$ cat src/rtl/network_sequencer.sv
// network_sequencer: steps the shared neuron array through LAYER_MAX layers per run, feeding each layer's outputs forward.
// Define SEQ_TIMEOUT_EN to abort a layer that stalls for TIMEOUT wait cycles and raise the sticky error flag.
module network_sequencer #(
    parameter int NUM_NEURON = 6,
    parameter int VALUE_SIZE = 9,
    parameter int LAYER_MAX = 4,
    parameter logic [NUM_NEURON*LAYER_MAX-1:0] LAYER_SIZES = {6'b101010, 6'b111010, 6'b111110, 6'b111111},
    parameter int TIMEOUT = 1023
) (
    input  logic                             clk,
    input  logic                             rst,
    input  logic                             start,
    input  logic [NUM_NEURON*VALUE_SIZE-1:0] start_input,
    input  logic [NUM_NEURON*VALUE_SIZE-1:0] neuron_output,
    input  logic [NUM_NEURON-1:0]            neuron_valid,
    output logic                             busy,
    output logic                             layer_start,
    output logic [$clog2(LAYER_MAX):0]       layer_num,
    output logic [NUM_NEURON-1:0]            active,
    output logic [NUM_NEURON*VALUE_SIZE-1:0] layer_input,
    output logic                             done,
    output logic [NUM_NEURON*VALUE_SIZE-1:0] result,
    output logic                             error
);
    typedef enum logic [1:0] {IDLE, LAUNCH, WAIT, DONE} state_t;

    state_t state, state_d;
    logic [NUM_NEURON-1:0] seen, fresh;
    logic [NUM_NEURON*VALUE_SIZE-1:0] collect, merged;
    logic complete, last, timed_out;

    if (TIMEOUT < 1) begin : g_timeout_check
        $error("TIMEOUT must be at least 1");
    end

    assign active = LAYER_SIZES[int'(layer_num)*NUM_NEURON +: NUM_NEURON];
    assign fresh = neuron_valid & active & ~seen;
    assign complete = (seen | (neuron_valid & active)) == active;
    assign last = int'(layer_num) == LAYER_MAX - 1;
    assign busy = state != IDLE;
    assign layer_start = state == LAUNCH;
    assign done = state == DONE;

    // collect is zero on every lane not yet seen, so only this cycle's new strobes need merging
    always_comb begin
        merged = collect;
        for (int i = 0; i < NUM_NEURON; i++)
            if (fresh[i]) merged[i*VALUE_SIZE +: VALUE_SIZE] = neuron_output[i*VALUE_SIZE +: VALUE_SIZE];
    end

    always_comb begin
        state_d = state;
        case (state)
            IDLE:    state_d = start ? LAUNCH : IDLE;
            LAUNCH:  state_d = WAIT;
            WAIT:    state_d = complete ? (last ? DONE : LAUNCH) : (timed_out ? IDLE : WAIT);
            DONE:    state_d = IDLE;
            default: state_d = IDLE;
        endcase
    end

    always_ff @(posedge clk or negedge rst) begin
        if (!rst) state <= IDLE;
        else state <= state_d;
    end

    always_ff @(posedge clk or negedge rst) begin
        if (!rst) begin
            layer_input <= '0;
            layer_num <= '0;
            seen <= '0;
            collect <= '0;
            result <= '0;
        end else begin
            case (state)
                IDLE: if (start) begin
                    layer_input <= start_input;
                    layer_num <= '0;
                end
                LAUNCH: begin
                    seen <= '0;
                    collect <= '0;
                end
                WAIT: begin
                    seen <= seen | fresh;
                    collect <= merged;
                    if (complete && !last) begin
                        layer_input <= merged;
                        layer_num <= layer_num + 1'b1;
                    end
                    if (complete && last) result <= merged;
                end
                default: ;
            endcase
        end
    end

`ifdef SEQ_TIMEOUT_EN
    logic [$clog2(TIMEOUT+1)-1:0] wait_cnt;

    assign timed_out = state == WAIT && !complete && int'(wait_cnt) == TIMEOUT - 1;

    always_ff @(posedge clk or negedge rst) begin
        if (!rst) begin
            wait_cnt <= '0;
            error <= 1'b0;
        end else begin
            if (state == IDLE && start) error <= 1'b0;
            else if (timed_out) error <= 1'b1;
            if (state == LAUNCH) wait_cnt <= '0;
            else if (state == WAIT && !complete) wait_cnt <= wait_cnt + 1'b1;
        end
    end
`else
    assign timed_out = 1'b0;
    assign error = 1'b0;
`endif
endmodule
$ cat config.mk
export PLATFORM = sky130hd
export DESIGN_NAME = network_sequencer
export DESIGN_NICKNAME = d
export VERILOG_FILES = /design/src/rtl/network_sequencer.sv
export SDC_FILE = /design/constraint.sdc
export NUM_CORES = 1
export LEC_CHECK = 0
export CAP_MARGIN = 10
export CORE_ASPECT_RATIO = 0.6
export CORE_MARGIN = 2
export CORE_UTILIZATION = 52
export CTS_CLUSTER_DIAMETER = 60
export DETAILED_ROUTE_END_ITERATION = 10
export PLACE_DENSITY = 0.87
export SYNTH_ARGS = -nofsm -noshare
export SYNTH_HDL_FRONTEND = slang
export SYNTH_SLANG_ARGS = --single-unit
$ cat constraint.sdc
create_clock -name clk -period 7.1 [get_ports clk]
set_input_delay 0.71 -clock clk [delete_from_list [all_inputs] [get_ports clk]]
set_output_delay 0.71 -clock clk [all_outputs]
set_load 0.01 [all_outputs]
**Word level (Yosys, flattened, before mapping)**

Index checks and enable logic that the tools add are counted.

- Register bits after elaboration: 173
- Input bits: 117
- Output and inout port bits: 121
- Logic and storage cells: 48

- Add/subtract/negate cells: 1
- Multipliers: 1
- Equality and inequality tests: 7
- Shifts and indexed selects: 1
- Multiplexer cells: 18
- Bitwise gates (word level): 5
- Reductions and logical operators: 9

Operator list:

| operator | count |
|---|---|
| one-hot mux 54 bit (2 select lines) | 2 |
| two-way mux 54 bit | 2 |
| two-way mux 9 bit | 6 |
| variable part select 24 x 7 -> 6 bit (first input constant) | 1 |
| AND 6 bit | 2 |
| bitwise OR 6 bit | 2 |
| one-hot mux 6 bit (2 select lines) | 1 |
| one-hot mux 2 bit (4 select lines) | 1 |
| equality test 6 bit | 1 |
| two-way mux 3 bit | 2 |
| inverter 6 bit | 1 |
| one-hot mux 3 bit (2 select lines) | 1 |
| nonzero test 2 bit | 3 |
| multiplier 3 x 2 -> 5 bit (second input constant) | 1 |
| equality test 2 bit (second input constant) | 2 |
| two-way mux 2 bit | 2 |
| != test 2 bit (second input constant) | 2 |
| adder 3 x 1 -> 3 bit (second input constant) | 1 |
| equality test 3 bit (second input constant) | 1 |
| AND reduction 3 bit | 1 |
| equality test 2 x 1 -> 1 bit (second input constant) | 1 |
| logical AND 1 bit | 2 |
| zero test 2 bit | 1 |
| AND reduction 2 bit | 1 |
| 2 further kinds | 2 |

**Longest topological paths before layout**

Gate-level depths: netlist of the first run.

- Word-level depth: 8
- Gate-level depth with buffers: 10

**Worst setup path after synthesis of the first run**

Ideal clock, no wire load.

- Kind: register to register
- Start point: register layer_num[2]
- End point: register layer_input[0]
- Data arrival time: 2653 ps
- Path slack: 4320 ps
- Stages on the path, launching flop included: 11
- Buffers on the path: 3
- Cells stage by stage: dfrtp_1 > buf_4 > inv_1 > ha_1 > nor2b_1 > a2111oi_2 > nand3_2 > o32ai_2 > buf_6 > buf_6 > mux2_1

- Cells in the longest elaborated chain, start to end: 8
- Elaborated cells on any way between the ends: 14

RTL lines:

| what | line | RTL |
|---|---|---|
| start, declared | 18 | `output logic [$clog2(LAYER_MAX):0] layer_num,` |
| start signal, assigned | 89 | `layer_num <= layer_num + 1'b1;` |
| multiplier 3 x 2 -> 5 bit (*) | 36 | `assign active = LAYER_SIZES[int'(layer_num)*NUM_NEURON +: NUM_NEURON];` |
| variable part select 24 x 7 -> 6 bit (*) | 36 |  |
| via active[1] | 19 | `output logic [NUM_NEURON-1:0] active,` |
| AND 6 bit | 38 | `assign complete = (seen \| (neuron_valid & active)) == active;` |
| bitwise OR 6 bit | 38 |  |
| equality test 6 bit (*) | 38 |  |
| logical AND 1 bit (*) | 87 | `if (complete && !last) begin` |
| != test 2 bit (no source line) (*) | - |  |
| AND reduction 3 bit (no source line) (*) | - |  |
| end signal, assigned | 77 | `layer_input <= start_input;` |
| end signal, assigned | 88 | `layer_input <= merged;` |
| end, declared | 20 | `output logic [NUM_NEURON*VALUE_SIZE-1:0] layer_input,` |

The timed path passes the listed nets; every way through them passes the cells marked *. The select of a mux whose other input is x is not followed.
A chain may end at the register's enable or synchronous reset.

**Worst setup path in the final report of the first run**

- Start point: register layer_num[2]
- End point: register layer_input[13]

- Cells in the longest elaborated chain, start to end: 8
- Elaborated cells on any way between the ends: 14

RTL lines:

| what | line |
|---|---|
| multiplier 3 x 2 -> 5 bit | 36 |
| variable part select 24 x 7 -> 6 bit | 36 |
| AND 6 bit | 37, 38 |
| bitwise OR 6 bit | 38 |
| equality test 6 bit | 38 |
| logical AND 1 bit | 87 |
| != test 2 bit (no source line) | - |
| AND reduction 3 bit (no source line) | - |

Parallel ways exist; a longest one is shown, timed or not. The select of a mux whose other input is x is not followed.

==> results of run 1 <==
-- path summary, 6_finish.rpt --
path	to	slack (ps)	depth (start not counted)
max in group asynchronous	collect[33]$_DFFE_PN0P_	5190	2
min	result[8]$_DFFE_PN0P_	360	1
max reg2reg	layer_input[13]$_DFFE_PN0P_	4090	8
min reg2reg	result[24]$_DFFE_PN0P_	480	2
max	layer_input[13]$_DFFE_PN0P_	4090	8
min in group clk	result[24]$_DFFE_PN0P_	480	2
-- sequential cells by signal, summed over array words and instances, names as in the netlist --
name / cells
state: 2
result: 54
collect: 54
layer_input: 54
seen: 6
layer_num: 3
-- power by group --
part / leakage, nW / internal, mW / switching [mW]
registers: 2.28 / 1.29 / 0.208
logic: 2.41 / 0.927 / 0.938
clock network: 0.292 / 0.570 / 0.422
total: 4.98 / 2.78 / 1.57
-- worst max-delay path, delay by kind of cell (launching register included) --
family / cells / cell delay, ps
adder cells (fa/ha/maj): 1 / 310
AO/OA/AOI/OAI: 2 / 720
flip-flops: 1 / 500
multiplexers: 1 / 390
AND/OR/NAND/NOR: 2 / 260
buffers and inverters: 2 / 690
-- logic make-up (layout without fill, tap and decap cells) --
family | Yosys count | count (layout) | share of synthesized area [%]
other | 1 | 1 | 0.0462
DFF | 173 | 173 | 53.4
buffers and inverters | 65 | 284 | 3.75
muxes | 112 | 112 | 14.7
and+or+nand+nor | 149 | 149 | 7.39
adders and majority gates | 8 | 8 | 1.23
AOI/OAI and AO/OA | 229 | 229 | 19.5
-- stage by stage --
step | hold slack (ps) | instance area [µm²]
after floorplan | 414 | 8110
after global placement | 460 | 10500
after detailed placement | 469 | 10500
after CTS | 404 | 11200
after global routing | 446 | 11200
final | 356 | 11200
-- layout by cell type (no fill, tap or decap), types with 4 or more instances in the layout --
| cell type | instances |
|---|---|
| clkdlybuf4s50_1 | 235 |
| dfrtp_1 | 173 |
| a22o_1 | 108 |
| nor2_1 | 75 |
| nand2_1 | 62 |
| mux2i_1 | 58 |
| a21oi_1 | 57 |
| o21ai_0 | 55 |
| mux2_1 | 27 |
| mux2_2 | 27 |
| clkbuf_16 | 17 |
| inv_1 | 8 |
| buf_4 | 8 |
| ha_1 | 7 |
| inv_6 | 4 |
-- layer usage --
layer  vias to the layer above  wire, µm  track usage [%]
met2                       261      9800             40.8
li1                       3071         -                -
met4                         0       329             6.89
met5                         -         0                0
met1                      3291      9730             36.1
met3                        29      1830             7.82
-- layout make-up --
type	instances	area share [%]
clock buffer	18	3.94
sequential	173	38.8
timing repair buffer	244	21.7
tap	203	2.28
clock inverter	13	1.58
multi-input combinational	499	31.4
inverter	9	0.303
==> flow_summary.json, run 1 <==
{
  "cts_tree": "done",
  "worstSetupPathType": "register to register",
  "cp-start-kind": "register",
  "hp-class": "input pin to asynchronous set/reset pin",
  "p_per_area_nw_per_um2": 390,
  "slew_violations": 0,
  "fin_nets": 1069,
  "rsz0062_at_grt": "false",
  "die_area_um2": 16600,
  "skew_ps": 16.3,
  "ys_ff_latch": 173,
  "first_global_vias": 6448,
  "synth_fp_nets": 862,
  "ys.flop_type": "dfrtp_1",
  "rows": 35,
  "dp_hpwl_mm": 14.8,
  "worstPathArrival_ps": 3310,
  "placed_cells": 1128,
  "fin_crit_ps": 3010,
  "synth_cell_types": 32,
  "path_cells": "inv_1 > ha_1 > nor2b_1 > a2111oi_2 > nand3_2 > o32ai_4 > buf_4 > mux2_2",
  "hold_violations": 0,
  "period_share_pct": 42.4,
  "clk_pin_slew_worst_paths_ps": 80,
  "synthTopCellsByArea": "dfrtp_1 (53%), a22o_1 (12%), mux2i_1 (7.2%), mux2_1 (3.7%), mux2_2 (3.7%)",
  "antenna_left": 0,
  "ys_seq_area_share_pct": 53.4,
  "syn_avg_cell_area_um2": 11.0,
  "ctsResizeCount": 0,
  "final_core_util_pct": 73.0,
  "status": "finished, final reports clean",
  "n_fill_cell": 1050,
  "setup_slack_ps": 4090,
  "syn_inst": 737,
  "synth_common_cells": "dfrtp_1 (173), a22o_1 (108), nor2_1 (75)",
  "post_cts_buffers": 0,
  "setup_tns_ps": 0,
  "die_h_um": 101,
  "core_um2": 15300,
  "max_freq_ghz": 0.332,
  "root_buffer": "clkbuf_16",
  "p_leak_nw": 4.98,
  "setup_viol": 0,
  "dr.pass1.iters": 6,
  "drc_errors": 0,
  "htree_num_levels": 4,
  "routed_wirelength_mm": 21.7,
  "insertion_delay_ps": 430,
  "fp.dieW_um": 165,
  "n_antenna_cell": 0,
  "antenna_found_initial": 0,
  "drive_above_1_share_pct": 7.53,
  "fin_cells": 1159,
  "cts_buffer_depth": 2,
  "vdd_drop_max_mv": 0.223,
  "max_stage_delay_ps": 500,
  "ys_async_sr_fraction_pct": 100,
  "drtIter0Drc": 425,
  "grt_pass1_wl_mm": 34.0,
  "boundaryPins": 238,
  "grt.overflow.total": 0,
  "cts_buffers": 17,
  "synth_area_leader_cell": "dfrtp_1",
  "crit_path_end_kind": "register",
  "tightest_slew_ps": 1010,
  "viasPerCell": 5.74,
  "yosysMostFrequentCell": "dfrtp_1",
  "start_util_pct": 53.1,
  "synth_warnings": 0,
  "power_mw": 4.35,
  "portBuffers": 236,
  "critPathSlowestCell": "dfrtp_1",
  "multi_input_area_um2": 3500,
  "grt_max_degree": 98,
  "synth_edf_count": 0,
  "syn_area_um2": 8110,
  "synth_top_area_share_pct": 53.4,
  "cts.sinks": 173,
  "seqCellArea_um2": 4330,
  "required_ps": 7400,
  "crit_start": "layer_num[2]$_DFFE_PN0P_",
  "drv_cap": 0,
  "relSlewSlack_pct": 32.3,
  "place.gp.congestion": 0.796,
  "grt_usage_pct": 26.2,
  "rr_startpoint": "layer_num[2]$_DFFE_PN0P_",
  "critPathMaxFanout": 28,
  "hold_buffers": 0,
  "post-place-ws_ps": 3930,
  "syn_to_final_growth_pct": 37.6,
  "via_count": 6652,
  "routedWlPerCell_um": 18.7
}
Power figures use the tool's default switching activity.
==> run 2, diff against run 1 <==
- CORE_UTILIZATION: 52 -> 43
- PLACE_DENSITY: 0.87 -> 0.77
- clock period: 7.1 -> 2.45 ns (I/O delays scaled with it)
==> run 2 against run 1 <==
Net effect: clock-buffer cell count stayed put; sequential power rose to 2.9 times the previous value; clock power rose to 2.9 times the previous value; worst setup slack got worse by 4100 ps; via count up 0.42%; register-to-register slack worse by 4100 ps; global-route usage shrank 3.3 points; wire length rose by 5.9%; cell count is 6.3% higher; largest cell class unchanged; largest power group unchanged; highest routed layer unchanged.
==> flow_summary.json, run 2 (synthesis results as in run 1) <==
{
  "cts_tree": "done",
  "routed_wirelength_mm": 23.0,
  "seqCellArea_um2": 4330,
  "worstSetupPathType": "register to register",
  "worstPathArrival_ps": 2750,
  "required_ps": 2750,
  "p_sw_mw": 4.79,
  "antenna_found_initial": 1,
  "crit_path_end_kind": "register",
  "period_share_pct": 99.9,
  "start_util_pct": 44.4,
  "status": "finished, final reports clean",
  "dp_hpwl_mm": 15.3,
  "relSlewSlack_pct": 52.7,
  "clk_pin_slew_worst_paths_ps": 70,
  "layout_common_cells": "clkdlybuf4s50_1 (235), dfrtp_1 (172), a22o_1 (108)",
  "reg_top3": "collect (54), layer_input (54), result (54)",
  "slew_violations": 0,
  "hp-class": "input pin to asynchronous set/reset pin",
  "placed_cells": 1191,
  "power_mw": 13.5,
  "root_buffer": "clkbuf_16",
  "setup_viol": 0,
  "fin_nets": 1104,
  "rsz0062_at_grt": "true",
  "rrSetupSlack_ps": 3,
  "design_area_um2": 11800,
  "drtIter0Drc": 471,
  "via_count": 6680,
  "final_core_util_pct": 64.5,
  "multi_input_area_um2": 3630,
  "die_area_um2": 20000,
  "fin_cells": 1232,
  "placed_area_um2": 10900,
  "cts.sinks": 173,
  "viasPerCell": 5.42,
  "max_stage_delay_ps": 400,
  "layout_commonest_cell": "clkdlybuf4s50_1",
  "hold_violations": 0,
  "power_frac_seq_pct": 32.2,
  "combPwrFrac_pct": 46.5,
  "r2r_end": "layer_input[44]$_DFFE_PN0P_",
  "die_h_um": 110,
  "cts_buffer_depth": 2,
  "p_leak_nw": 5.31,
  "cts_buffers": 17,
  "rows": 38,
  "tightest_slew_ps": 706,
  "cp-start-kind": "register",
  "grt_usage_pct": 22.8,
  "dr.pass1.iters": 5,
  "htree_num_levels": 4,
  "first_global_vias": 6563,
  "setup_slack_ps": 2.87,
  "skew_ps": 11.4,
  "core_um2": 18300,
  "grt_pass1_wl_mm": 35.5,
  "place.gp.congestion": 0.856,
  "grt_max_degree": 82,
  "insertion_delay_ps": 420,
  "routedWlPerCell_um": 18.6,
  "n_fill_cell": 1454,
  "switching_share_pct": 35.5,
  "vdd_drop_max_mv": 0.531,
  "grt.overflow.total": 0,
  "internal_power_mw": 8.71,
  "portBuffers": 236,
  "syn_to_final_growth_pct": 45.2,
  "drv_cap": 0,
  "critPathMaxFanout": 14,
  "clock_power_share_pct": 21.4,
  "max_freq_ghz": 0.409,
  "p_per_area_nw_per_um2": 1150,
  "critPathSlowestCell": "dfrtp_1",
  "drc_errors": 0,
  "fp.dieW_um": 181,
  "r2r_cells": 9,
  "antenna_left": 0,
  "rr_startpoint": "layer_num[1]$_DFFE_PN0P_",
  "fin_crit_ps": 2450,
  "boundaryPins": 238,
  "path_cells": "ha_2 > inv_2 > ha_4 > a2111oi_4 > nand3_2 > o32ai_4 > buf_6 > clkbuf_16 > mux2_1",
  "drive_above_1_share_pct": 12.5,
  "post-place-ws_ps": -22.9
}
-- run 2: worst max-delay path by stage --
stage	endpoint	startpoint	slack (ps)	cells past startpoint
after floorplan	layer_input[0]$_DFFE_PN0P_	layer_num[2]$_DFFE_PN0P_	40	9
final	layer_input[44]$_DFFE_PN0P_	layer_num[1]$_DFFE_PN0P_	3	9
after CTS	layer_input[41]$_DFFE_PN0P_	layer_num[1]$_DFFE_PN0P_	-10	8
after detailed placement	layer_input[13]$_DFFE_PN0P_	neuron_valid[4]	-20	7
after global routing	layer_input[44]$_DFFE_PN0P_	layer_num[1]$_DFFE_PN0P_	-120	9
after global placement	layer_input[33]$_DFFE_PN0P_	neuron_valid[4]	30	7
-- run 2: what timing repair did --
item                                    4_1_cts  5_1_grt
buffers inserted                              3        2
endpoints found under the setup margin       48       55
cloned                                        2        1
hold buffers                                  1        0
gates resized for setup                       6       27
endpoints found under the hold margin        68        0
-- run 2: cell type report --
cell class              instances  area share (%)
repair buffers                279            24.3
flip-flops and latches        173            36.8
clock inverters                13            1.51
well taps                     240            2.55
inverters                       9           0.319
diodes                          1          0.0213
multi-input cells             499            30.8
clock buffers                  18            3.73
-- run 2: per-stage QoR --
stage	TNS, ps	hold slack, ps
floorplan	0	-50.6
global placement	0	311
finish	0	413
detailed placement	-269	317
global route	-3820	471
CTS	-75.7	436
-- run 2: layer usage --
metal | vias up | routed length (µm) | GRT usage [%] | part of all wire (%)
met4 | 0 | 193 | 5.63 | 0.84
met2 | 221 | 9870 | 34.6 | 43
met3 | 16 | 2060 | 7.85 | 9.0
met1 | 3300 | 10800 | 31.6 | 47
met5 | - | 0 | 0 | 0
li1 | 3143 | - | - | -
-- run 2: power by group through the flow --
stage / clock network (mW) / registers [mW] / logic [mW]
final: 2.88 / 4.34 / 6.28
after global routing: 3.06 / 4.46 / 6.76
after CTS: 2.94 / 4.32 / 5.95
after detailed placement: 0 / 4.36 / 5.73
after global placement: 0 / 4.34 / 5.63
after floorplan: 0 / 4.46 / 3.21
-- run 2: critical path: cells and delay by family, from the launching register on --
family	cells	cell delay [ps]
AO/OA/AOI/OAI	2	580
adder cells (fa/ha/maj)	2	380
flip-flops	1	400
AND/OR/NAND/NOR	1	160
multiplexers	1	340
buffers and inverters	3	460
